`src/rtl/simeck_pkg.sv`:
```
// simeck_pkg: shared Simeck32 constants, FSM state type and round function
package simeck_pkg;
  localparam int WORD = 16;
  localparam int ROUNDS = 32;
  localparam int ROT_A = 5;
  localparam int ROT_B = 1;
  localparam int CW = $clog2(ROUNDS);
  typedef enum logic [1:0] {IDLE, RUN, DONE} state_t;
  function automatic logic [WORD-1:0] f(input logic [WORD-1:0] x);
    return (x & {x[WORD-1-ROT_A:0], x[WORD-1:WORD-ROT_A]}) ^ {x[WORD-1-ROT_B:0], x[WORD-1:WORD-ROT_B]};
  endfunction
endpackage

```
`src/rtl/simeck_dec_round.sv`:
```
// simeck_dec_round: one combinational Simeck32 inverse round
module simeck_dec_round
  import simeck_pkg::*;
(
  input  logic [WORD-1:0] l,
  input  logic [WORD-1:0] r,
  input  logic [WORD-1:0] k,
  output logic [WORD-1:0] nl,
  output logic [WORD-1:0] nr
);
  assign nl = r;
  assign nr = l ^ f(r) ^ k;
endmodule

```
`src/rtl/simeck32_dec_iter.sv`:
```
// simeck32_dec_iter: iterative Simeck32 decryptor, one inverse round per clock
module simeck32_dec_iter
  import simeck_pkg::*;
(
  input  logic                clk,
  input  logic                rst,
  input  logic                in_valid,
  output logic                in_ready,
  input  logic [2*WORD-1:0]   ct_in,
  input  logic [WORD-1:0]     key,
  output logic                out_valid,
  input  logic                out_ready,
  output logic [2*WORD-1:0]   pt_out,
  output logic                busy
);
  state_t state;
  logic [CW-1:0] cnt;
  logic [2*WORD-1:0] st;
  logic [WORD-1:0] kr, nl, nr;
  logic last;
  simeck_dec_round u_round (.l(st[2*WORD-1:WORD]), .r(st[WORD-1:0]), .k(kr), .nl(nl), .nr(nr));
  assign last = cnt == CW'(ROUNDS - 1);
  always_ff @(posedge clk or posedge rst)
    if (rst) begin
      state <= IDLE;
      cnt <= '0;
      st <= '0;
      kr <= '0;
    end else if (state == IDLE) begin
      if (in_valid) begin
        st <= ct_in;
        kr <= key;
        cnt <= '0;
        state <= RUN;
      end
    end else if (state == RUN) begin
      st <= {nl, nr};
      cnt <= last ? cnt : cnt + 1'b1;
      state <= last ? DONE : RUN;
    end else if (out_ready) begin
      state <= IDLE;
    end
  assign in_ready = state == IDLE;
  assign busy = state == RUN;
  assign out_valid = state == DONE;
  assign pt_out = st;
endmodule

```
`config.mk`:
```
export PLATFORM = sky130hd
export DESIGN_NAME = simeck32_dec_iter
export DESIGN_NICKNAME = d
export VERILOG_FILES = /design/src/rtl/simeck_pkg.sv /design/src/rtl/simeck_dec_round.sv /design/src/rtl/simeck32_dec_iter.sv
export SDC_FILE = /design/constraint.sdc
export NUM_CORES = 1
export LEC_CHECK = 0
export ABC_AREA = 1
export CORE_ASPECT_RATIO = 0.6
export CORE_UTILIZATION = 52
export CTS_BUF_LIST = sky130_fd_sc_hd__clkbuf_4 sky130_fd_sc_hd__clkbuf_8 sky130_fd_sc_hd__clkbuf_16
export DETAILED_ROUTE_END_ITERATION = 6
export GPL_TIMING_DRIVEN = 0
export PLACE_DENSITY = 0.83
export SLEW_MARGIN = 30
export SYNTH_ARGS = -nofsm -noshare
export SYNTH_HDL_FRONTEND = slang
export SYNTH_SLANG_ARGS = --single-unit
```
`constraint.sdc`:
```
create_clock -name clk -period 2.4 [get_ports clk]
set_input_delay 0.48 -clock clk [delete_from_list [all_inputs] [get_ports clk]]
set_output_delay 0.48 -clock clk [all_outputs]
set_load 0.01 [all_outputs]
```
==> results of run 1 <==
cell families after synthesis:
| group | share of synthesized area |
|---|---|
| fa+ha+maj | 0.00634 |
| buf+inv | 0.115 |
| compound gates | 0.116 |
| simple gates | 0.413 |
| flops | 0.349 |
registers in the layout, summed over array words and instances (netlist names):
register and cells:
state 2, kr 16, pt_out 32, cnt 5
critical path: stages, from the launching register on:
cell and delay, ns:
sky130_fd_sc_hd__dfrtp_1 0.44, sky130_fd_sc_hd__inv_1 0.09, sky130_fd_sc_hd__nor2_2 0.16, sky130_fd_sc_hd__clkdlybuf4s50_1 0.57
through the flow:
stage / total power (uW) / hold slack (ns) / instance area (um^2) / setup slack [ns]
after floorplan: 4930 / 0.448 / 3950 / 0.577
after global placement: 6160 / 0.463 / 4940 / -0.605
after detailed placement: 6390 / 0.490 / 4970 / 0.541
after CTS: 7180 / 0.455 / 5110 / 0.355
after global routing: 7850 / 0.459 / 5110 / 0.290
final: 7250 / 0.442 / 5110 / 0.356
per-layer routing:
metal | up-vias | GRT usage
met4 | 0 | 0.0996
met5 | - | 0
met1 | 1935 | 0.422
li1 | 2033 | -
met3 | 28 | 0.0568
met2 | 212 | 0.488
final timing paths:
path                                from    endpoint  slack, ns  cells past startpoint
worst min register to register    cnt[1]      cnt[1]       0.50                      2
worst max register to register    cnt[0]    state[0]       0.75                      9
worst min-delay path                 rst  pt_out[11]       0.44                      2
max in group asynchronous            rst    state[0]       1.47                      3
worst max-delay path            state[0]        busy       0.36                      3
min in group clk                  cnt[1]      cnt[1]       0.50                      2
final cells by class:
cell class	count	area, um^2
Sequential cell	55	1380
Multi-Input combinational cell	457	2110
Fill cell	633	2190
Timing Repair Buffer	87	888
Inverter	60	230
Clock inverter	2	12.5
Tap cell	104	130
Clock buffer	6	133
Buffer	32	226
cells in the mapped netlist:
library cell,number
sky130_fd_sc_hd__inv_2,1
sky130_fd_sc_hd__nand2_1,307
sky130_fd_sc_hd__ha_1,2
sky130_fd_sc_hd__o21ai_1,1
sky130_fd_sc_hd__buf_4,3
sky130_fd_sc_hd__o21ai_2,17
sky130_fd_sc_hd__nor2_2,13
sky130_fd_sc_hd__buf_2,23
sky130_fd_sc_hd__buf_6,3
sky130_fd_sc_hd__dfrtp_1,55
sky130_fd_sc_hd__nand3_1,35
sky130_fd_sc_hd__nor2_4,2
sky130_fd_sc_hd__buf_8,1
sky130_fd_sc_hd__a21oi_1,2
sky130_fd_sc_hd__nand2_2,15
sky130_fd_sc_hd__inv_1,58
sky130_fd_sc_hd__inv_4,1
sky130_fd_sc_hd__o21ai_0,19
sky130_fd_sc_hd__nor2_1,28
sky130_fd_sc_hd__o211ai_2,16
sky130_fd_sc_hd__buf_12,2
power groups by stage:
stage	Sequential (uW)	Clock (uW)	Combinational, uW
CTS	1760	758	4670
detailed placement	1770	0	4620
global placement	1740	0	4420
finish	1770	753	4720
floorplan	1830	0	3100
global route	1820	794	5230
==> reports/metrics.yaml, run 1 <==
clock_network:
  htree_num_levels: 2
  number_of_post_cts_setup_repair_buffers: 0
  clk_root_buffer_cell: "sky130_fd_sc_hd__clkbuf_16"
  clkSlewWorstSetupHoldPaths_ns: 0.07
  cts_num_sinks: 55
  cts_buffer_depth: 2
  clock_insertion_delay_worst_skew_ns: 0.30
  post_cts_resized: 0
  cts_buffers: 5
  tritoncts: "yes"
  hold_buffers: 0
route:
  remaining_drc_errors: 0
  drt-met1-wl_mm: 5.12
  highest-signal-layer: "met4"
  drt_pre_antenna_iters: 6
  postRouteAntennaNets: 0
  detail_route.wl_per_cell_um: 14.6
  detailroute.wirelength.met2_mm: 5.29
  detailroute.via_count: 4208
  totalWireLength_mm: 11.7
  vias_per_cell: 5.24
  detailedRoute.firstIterationViolations: 473
  dr_wl_met3_mm: 1.12
power_and_ir_drop:
  share_seq_of_total_power: 0.244
  power.ir.vdd_worst_v: 0.000650
  relative_contribution_of_the_clock_network_to_total_power: 0.104
  power_density_nw_per_um2: 1420
  sw_frac_of_total: 0.487
  p_leak_uw: 0.00275
  total_switching_power_uw: 3530
  comb_power_share: 0.652
  internal_power_uw: 3720
grt:
  antenna_found_initial: 0
  grt_start_max_net_pins: 44
  first_global_vias: 3885
  grt_first_pass_wirelength_mm: 18.4
  overflow: 0
  grt_use_total: 0.306
cells_and_area:
  final_util: 0.700
  layout.cells.most_common_list: "307 x sky130_fd_sc_hd__nand2_1, 86 x sky130_fd_sc_hd__clkdlybuf4s50_1, 57 x sky130_fd_sc_hd__inv_1"
  layout.cells.non_filler: 803
  antennaDiodeCount: 0
  drive_above_1_share: 0.153
  final_common_cell: "sky130_fd_sc_hd__nand2_1"
  area.growth.synth_to_final_pct: 29.6
  final_nets: 752
synthesis:
  post-synth-top-area-cell: "sky130_fd_sc_hd__dfrtp_1"
  synth-seq-cells: 55
  synth_cell_type_count: 21
  most_area_consuming_cells_after_synthesis: "sky130_fd_sc_hd__dfrtp_1 35%, sky130_fd_sc_hd__nand2_1 29%, sky130_fd_sc_hd__inv_1 5.5%"
  synth_area_per_cell_um2: 6.53
  synth_largest_type_area_fraction: 0.349
  synthesis.instances: 604
  yosys_warnings: 0
  postSynthNetCount: 658
  synth_area_um2: 3950
  synth.yosys.seq_area_share: 0.349
sta:
  max_freq_mhz: 489
  worst_clock_skew_ns: 0.00650
  maxSlewViolCount: 0
  slew-limit-headroom: 0.756
  final.min_clock_period_ns: 2.04
  post-route-period-util: 0.852
  grt_setup_unrepaired: "false"
  finalHoldViolations: 0
  report.final.setup_viol: 0
  timing_worst_slew_pin_value_ns: 0.367
  final.setup.tns_ns: 0
critical_path:
  critical_path_class: "reg -> out"
  critical_path_peak_fanout: 4
  sort_of_element_at_the_end_of_the_critical_path: "primary output"
  timing.critical_path.required_ns: 1.92
  nature_of_the_critical_path_startpoint: "flop"
  timing.critical_path.arrival_ns: 1.56
floorplan:
  initial_utilization: 0.541
  die_y_um: 69.5
  design.portCount: 87
  rows: 24
  core-area_um2: 7300
  die_area_um2: 7950
  horizontal_die_dimension_um: 114
place:
  port_buffers: 86
  number_of_placed_instances_taps_included: 795
  gp_routability_congestion: 0.872
  hpwl_mm: 8.57
outcome:
  run_status: "complete, no violations"
job:
  timing.max_cap.violations: 0
worst_hold_path:
  hold_class: "in -> async"
(Power assumes the default switching activity.)
==> run 2, diff against run 1 <==
--- a/config.mk
+++ b/config.mk
@@ -7,11 +7,11 @@
 export LEC_CHECK = 0
 export ABC_AREA = 1
 export CORE_ASPECT_RATIO = 0.6
-export CORE_UTILIZATION = 52
+export CORE_UTILIZATION = 40
 export CTS_BUF_LIST = sky130_fd_sc_hd__clkbuf_4 sky130_fd_sc_hd__clkbuf_8 sky130_fd_sc_hd__clkbuf_16
 export DETAILED_ROUTE_END_ITERATION = 6
 export GPL_TIMING_DRIVEN = 0
-export PLACE_DENSITY = 0.83
+export PLACE_DENSITY = 0.67
 export SLEW_MARGIN = 30
 export SYNTH_ARGS = -nofsm -noshare
 export SYNTH_HDL_FRONTEND = slang
==> run 2 against run 1 <==
- routed wire length is 4.1% higher
- sequential share of layout area is 0.17 points lower
- combinational power hardly changed
- clock power is 2% higher
- non-clock buffer count stayed put
- count of clock-buffer cells in the layout is 1 higher
- die area is 29% higher
- global-route usage is 5.4 points lower
==> reports/metrics.yaml, run 2 (synthesis gave the netlist of run 1 again) <==
outcome:
  run_status: "complete, no violations"
sta:
  report.final.setup_viol: 0  # unchanged
  worst_clock_skew_ns: 0.00628  # -0.000226 ns
  grt_setup_unrepaired: "false"
  max_freq_mhz: 488  # -0.21%
  timing_worst_slew_pin_value_ns: 0.380  # +0.0134 ns
  finalHoldViolations: 0  # unchanged
  hold_worst_slack_ns: 0.469  # +0.0269 ns
  slew-limit-headroom: 0.747  # -0.00893
  maxSlewViolCount: 0  # unchanged
  final.min_clock_period_ns: 2.05  # +0.00435 ns
  post-route-period-util: 0.853  # +0.00181
cells_and_area:
  area.growth.synth_to_final_pct: 30.4
  final_nets: 752  # unchanged
  antennaDiodeCount: 0  # unchanged
  nFillCells: 917  # +45%
  layout.cells.most_common_list: "307 x sky130_fd_sc_hd__nand2_1, 86 x sky130_fd_sc_hd__clkdlybuf4s50_1, 57 x sky130_fd_sc_hd__inv_1"
  final_common_cell: "sky130_fd_sc_hd__nand2_1"
  drive_above_1_share: 0.153  # unchanged
  cell_area_after_layout_um2: 5140  # +0.64%
  number_of_flip_flops_under_the_largest_register_name: 32  # unchanged
grt:
  overflow: 0  # unchanged
  first_global_vias: 3729  # -4.0%
  grt_start_max_net_pins: 40  # -9.1%
  antenna_found_initial: 0  # unchanged
  grt_use_total: 0.252  # -0.0539
  grt_first_pass_wirelength_mm: 19.3  # +4.6%
clock_network:
  tritoncts: "yes"
  cts_buffers: 5  # unchanged
  number_of_post_cts_setup_repair_buffers: 0  # unchanged
  clock_insertion_delay_worst_skew_ns: 0.30  # about the same
  clk_root_buffer_cell: "sky130_fd_sc_hd__clkbuf_16"
  post_cts_resized: 0  # unchanged
  cts_buffer_depth: 2  # unchanged
  htree_num_levels: 2  # unchanged
  clkSlewWorstSetupHoldPaths_ns: 0.08  # about the same
  cts_num_sinks: 55  # unchanged
  hold_buffers: 0  # unchanged
power_and_ir_drop:
  p_leak_uw: 0.00275  # +0.16%
  share_seq_of_total_power: 0.246  # +0.002
  internal_power_uw: 3730  # +0.28%
  total_switching_power_uw: 3520  # -0.35%
  relative_contribution_of_the_clock_network_to_total_power: 0.106  # +0.002
  sw_frac_of_total: 0.485  # -0.00158
  power.ir.vdd_worst_v: 0.000594  # -8.6%
  comb_power_share: 0.647  # -0.005
  power_density_nw_per_um2: 1410  # -0.66%
floorplan:
  design.portCount: 87  # unchanged
  horizontal_die_dimension_um: 130  # +14%
  initial_utilization: 0.422  # -0.119
  rows: 27  # +13%
  core-area_um2: 9360  # +28%
  die_y_um: 78.9  # +14%
  die_area_um2: 10300  # +29%
critical_path:
  timing.reg2reg.worst_path_depth: 9  # unchanged
  timing.critical_path.arrival_ns: 1.57  # about the same
  sort_of_element_at_the_end_of_the_critical_path: "primary output"
  timing.critical_path.required_ns: 1.92  # about the same
  startpoint: "state[0]"
  critical_path_peak_fanout: 4  # unchanged
  critical_path_class: "reg -> out"
  timing.rr.end: "state[0]"
  r2r_startpoint: "cnt[0]"
  worst_setup_path_endpoint: "busy"
  nature_of_the_critical_path_startpoint: "flop"
  ff2ff_setup_slack_ns: 0.54  # -0.21 ns
route:
  remaining_drc_errors: 0  # unchanged
  detail_route.wl_per_cell_um: 14.8  # +0.81%
  drt_pre_antenna_iters: 5  # -1
  totalWireLength_mm: 12.2  # +4.1%
  detailedRoute.firstIterationViolations: 273  # -42%
  postRouteAntennaNets: 0  # unchanged
  vias_per_cell: 4.89  # -6.7%
  detailroute.via_count: 4053  # -3.7%
place:
  gp_routability_congestion: 0.799  # -8.4%
  dpl_cell_area_um2: 5000  # +0.66%
  hpwl_mm: 9.09  # +6.0%
  port_buffers: 86  # unchanged
job:
  timing.max_cap.violations: 0  # unchanged
worst_hold_path:
  hold_class: "in -> async"
run 2: worst max-delay path, cell delays in order (launching register included):
cell and delay (ns):
sky130_fd_sc_hd__dfrtp_1 0.45, sky130_fd_sc_hd__inv_1 0.09, sky130_fd_sc_hd__nor2_2 0.17, sky130_fd_sc_hd__clkdlybuf4s50_1 0.57
run 2: worst min path at each step:
stage | start | end | cells past startpoint
after floorplan | cnt[4] | cnt[4] | 2
after global placement | cnt[4] | cnt[4] | 2
after detailed placement | cnt[4] | cnt[4] | 2
after CTS | rst | pt_out[0] | 2
after global routing | rst | pt_out[6] | 2
final | rst | pt_out[0] | 2
run 2: cell type report:
class / count / area (um^2) / share of cell area
well taps: 130 / 163 / 0.0316
repair buffers: 87 / 888 / 0.173
clock buffers: 7 / 140 / 0.0272
clock inverters: 1 / 5.00 / 0.000973
multi-input cells: 457 / 2110 / 0.411
flip-flops and latches: 55 / 1380 / 0.268
inverters: 60 / 230 / 0.0448
plain buffers: 32 / 226 / 0.0440
run 2: routing by layer:
layer  global-route usage  up-vias  wire [um]
li1                     -     2037          -
met2                0.372      168       5070
met4               0.0512        0         91
met1                0.369     1842       5930
met5                    0        -          0
met3               0.0627        6       1130
run 2: through the flow:
step / setup TNS [ns] / std cells / util / power [uW] / setup WS, ns
final: 0 / 829 / 0.550 / 7250 / 0.352
after global routing: 0 / 829 / 0.550 / 7990 / 0.295
after CTS: 0 / 829 / 0.550 / 7230 / 0.341
after detailed placement: 0 / 821 / 0.534 / 6440 / 0.487
after global placement: -38.34 / 820 / 0.531 / 6240 / -0.702
after floorplan: 0 / 604 / - / 4930 / 0.577
run 2: power groups by stage:
stage / logic [uW] / clock network, uW / registers [uW]
2_1_floorplan: 3100 / 0 / 1830
3_3_place_gp: 4480 / 0 / 1760
3_5_place_dp: 4650 / 0 / 1790
4_1_cts: 4670 / 783 / 1780
5_1_grt: 5320 / 821 / 1850
6_report: 4690 / 769 / 1790
==> run 3, diff against run 2 <==
--- a/config.mk
+++ b/config.mk
@@ -7,11 +7,11 @@
 export LEC_CHECK = 0
 export ABC_AREA = 1
 export CORE_ASPECT_RATIO = 0.6
-export CORE_UTILIZATION = 40
+export CORE_UTILIZATION = 35
 export CTS_BUF_LIST = sky130_fd_sc_hd__clkbuf_4 sky130_fd_sc_hd__clkbuf_8 sky130_fd_sc_hd__clkbuf_16
 export DETAILED_ROUTE_END_ITERATION = 6
 export GPL_TIMING_DRIVEN = 0
-export PLACE_DENSITY = 0.67
+export PLACE_DENSITY = 0.6
 export SLEW_MARGIN = 30
 export SYNTH_ARGS = -nofsm -noshare
 export SYNTH_HDL_FRONTEND = slang
==> constraint.sdc (replaced) <==
create_clock -name clk -period 2.4 [get_ports clk]
set_input_delay 0.36 -clock clk [delete_from_list [all_inputs] [get_ports clk]]
set_output_delay 0.36 -clock clk [all_outputs]
set_load 0.01 [all_outputs]
==> run 3 against run 2 <==
- the flow now finishes with violations (design-rule violations)
- power up 0.41%
- final area up 0.51%
- critical endpoint unchanged
- sequential power about the same
- final cell count up 1.1%
- routed wire length up 0.93%
- worst setup slack better by 0.13 ns
- critical path type unchanged
- first-iteration DRC count down 3.7%
- global-route usage down 3.0 points
- die area up 14%
- fmax up 6.7%
==> reports/metrics.yaml, run 3 (synthesis gave the netlist of run 1 again) <==
outcome:
  run_status: "finished, violations left"
  failed_checks: "design-rule violations"
critical_path:
  nature_of_the_critical_path_startpoint: "flop"
  worstPathBufferInverterCount: 2  # unchanged
  worstPathCellList: "inv_1 > nor2_2 > clkdlybuf4s50_1"
  crit_path_max_incr_delay_ns: 0.57  # about the same
  critical_path_peak_fanout: 4  # unchanged
  sort_of_element_at_the_end_of_the_critical_path: "primary output"
  critPathTopFamily: "buffers and inverters"
  timing.critical_path.arrival_ns: 1.56  # about the same
  timing.critical_path.required_ns: 2.04  # +0.12 ns
  cpMaxStageDelayCell: "sky130_fd_sc_hd__clkdlybuf4s50_1"
  critical_path_class: "reg -> out"
place:
  port_buffers: 86  # unchanged
  hpwl_mm: 9.13  # +0.44%
  gp_routability_congestion: 0.841  # +5.3%
  dpl_cell_area_um2: 5010  # +0.23%
  number_of_placed_instances_taps_included: 830  # +1.1%
clock_network:
  cts_buffer_depth: 2  # unchanged
  htree_num_levels: 2  # unchanged
  clk_root_buffer_cell: "sky130_fd_sc_hd__clkbuf_16"
  clkSlewWorstSetupHoldPaths_ns: 0.07  # about the same
  cts_num_sinks: 55  # unchanged
  number_of_post_cts_setup_repair_buffers: 0  # unchanged
  clock_insertion_delay_worst_skew_ns: 0.30  # about the same
  tritoncts: "yes"
  cts_buffers: 5  # unchanged
  hold_buffers: 0  # unchanged
  post_cts_resized: 0  # unchanged
power_and_ir_drop:
  power_density_nw_per_um2: 1410  # -0.10%
  total_power_uw: 7270  # +0.41%
  p_leak_uw: 0.00276  # +0.21%
  power.ir.vdd_worst_v: 0.000562  # -5.4%
sta:
  hold_worst_slack_ns: 0.322  # -0.147 ns
  maxSlewViolCount: 0  # unchanged
  slew-limit-headroom: 0.748  # +0.00123
  max_freq_mhz: 521  # +6.7%
  post-route-period-util: 0.800  # -0.0538
  grt_setup_unrepaired: "false"
  report.final.setup_viol: 0  # unchanged
  timing_worst_slew_pin_value_ns: 0.378  # -0.00185 ns
  final.min_clock_period_ns: 1.92  # -0.129 ns
  finalHoldViolations: 0  # unchanged
  worst_clock_skew_ns: 0.00644  # +0.000164 ns
job:
  timing.max_cap.violations: 0  # unchanged
grt:
  overflow: 0  # unchanged
  grt_first_pass_wirelength_mm: 20.0  # +3.7%
  antenna_found_initial: 0  # unchanged
  first_global_vias: 3907  # +4.8%
  grt_use_total: 0.222  # -0.0304
  grt_start_max_net_pins: 44  # +10%
route:
  detailroute.via_count: 3978  # -1.9%
  postRouteAntennaNets: 0  # unchanged
  drt_pre_antenna_iters: 7  # +2
  vias_per_cell: 4.75  # -2.9%
  remaining_drc_errors: 7  # +7
  totalWireLength_mm: 12.3  # +0.93%
  detailedRoute.firstIterationViolations: 263  # -3.7%
  detail_route.wl_per_cell_um: 14.7  # -0.15%
floorplan:
  horizontal_die_dimension_um: 139  # +6.8%
  initial_utilization: 0.366  # -0.0555
  die_y_um: 84.2  # +6.7%
  rows: 29  # +7.4%
  core-area_um2: 10800  # +15%
  design.portCount: 87  # unchanged
  die_area_um2: 11700  # +14%
cells_and_area:
  final_nets: 752  # unchanged
  area.growth.synth_to_final_pct: 31.0
  final_common_cell: "sky130_fd_sc_hd__nand2_1"
  final_util: 0.480  # -0.0699
  layout.cells.non_filler: 838  # +1.1%
  number_of_flip_flops_under_the_largest_register_name: 32  # unchanged
  antennaDiodeCount: 0  # unchanged
  cell_area_after_layout_um2: 5170  # +0.51%
  drive_above_1_share: 0.153  # unchanged
  layout.cells.most_common_list: "307 x sky130_fd_sc_hd__nand2_1, 86 x sky130_fd_sc_hd__clkdlybuf4s50_1, 57 x sky130_fd_sc_hd__inv_1"
worst_hold_path:
  hold_class: "in -> async"
run 3: final cells by class:
| cell class | instances | area, um^2 |
|---|---|---|
| buffer | 32 | 226 |
| multi-input combinational | 457 | 2110 |
| timing repair buffer | 87 | 888 |
| inverter | 60 | 230 |
| fill | 1086 | 5610 |
| clock buffer | 8 | 160 |
| sequential | 55 | 1380 |
| tap | 139 | 174 |
run 3: through the flow:
step,setup WS (ns),setup TNS [ns]
3_3_place_gp,-0.559,-30.44
3_5_place_dp,0.619,0
4_1_cts,0.471,0
6_report,0.481,0
2_1_floorplan,0.697,0
5_1_grt,0.394,0
run 3: where the power goes:
group	leakage [uW]	internal, uW	switching [uW]	total, uW
Combinational	0.00204	1910	2780	4700
Sequential	0.000639	1410	371	1780
Clock	0.0000806	457	345	802
Total	0.00276	3780	3500	7270
run 3: path summary, 6_finish.rpt:
kind	end	slack (ns)	depth (start not counted)	start
worst max-delay path	busy	0.48	3	state[0]
worst min-delay path	pt_out[11]	0.32	2	rst
worst max register to register	state[0]	0.81	9	cnt[0]
worst min register to register	cnt[4]	0.48	2	cnt[4]
max in group asynchronous	pt_out[13]	1.58	3	rst
min in group clk	cnt[4]	0.48	2	cnt[4]
run 3: metal layers:
metal / GRT usage / share of wire / wire length [um] / vias up
li1: - / - / - / 2033
met1: 0.320 / 0.51 / 6290 / 1812
met2: 0.342 / 0.42 / 5190 / 122
met3: 0.0445 / 0.060 / 746 / 11
met4: 0.0495 / 0.0096 / 118 / 0
met5: 0 / 0 / 0 / -
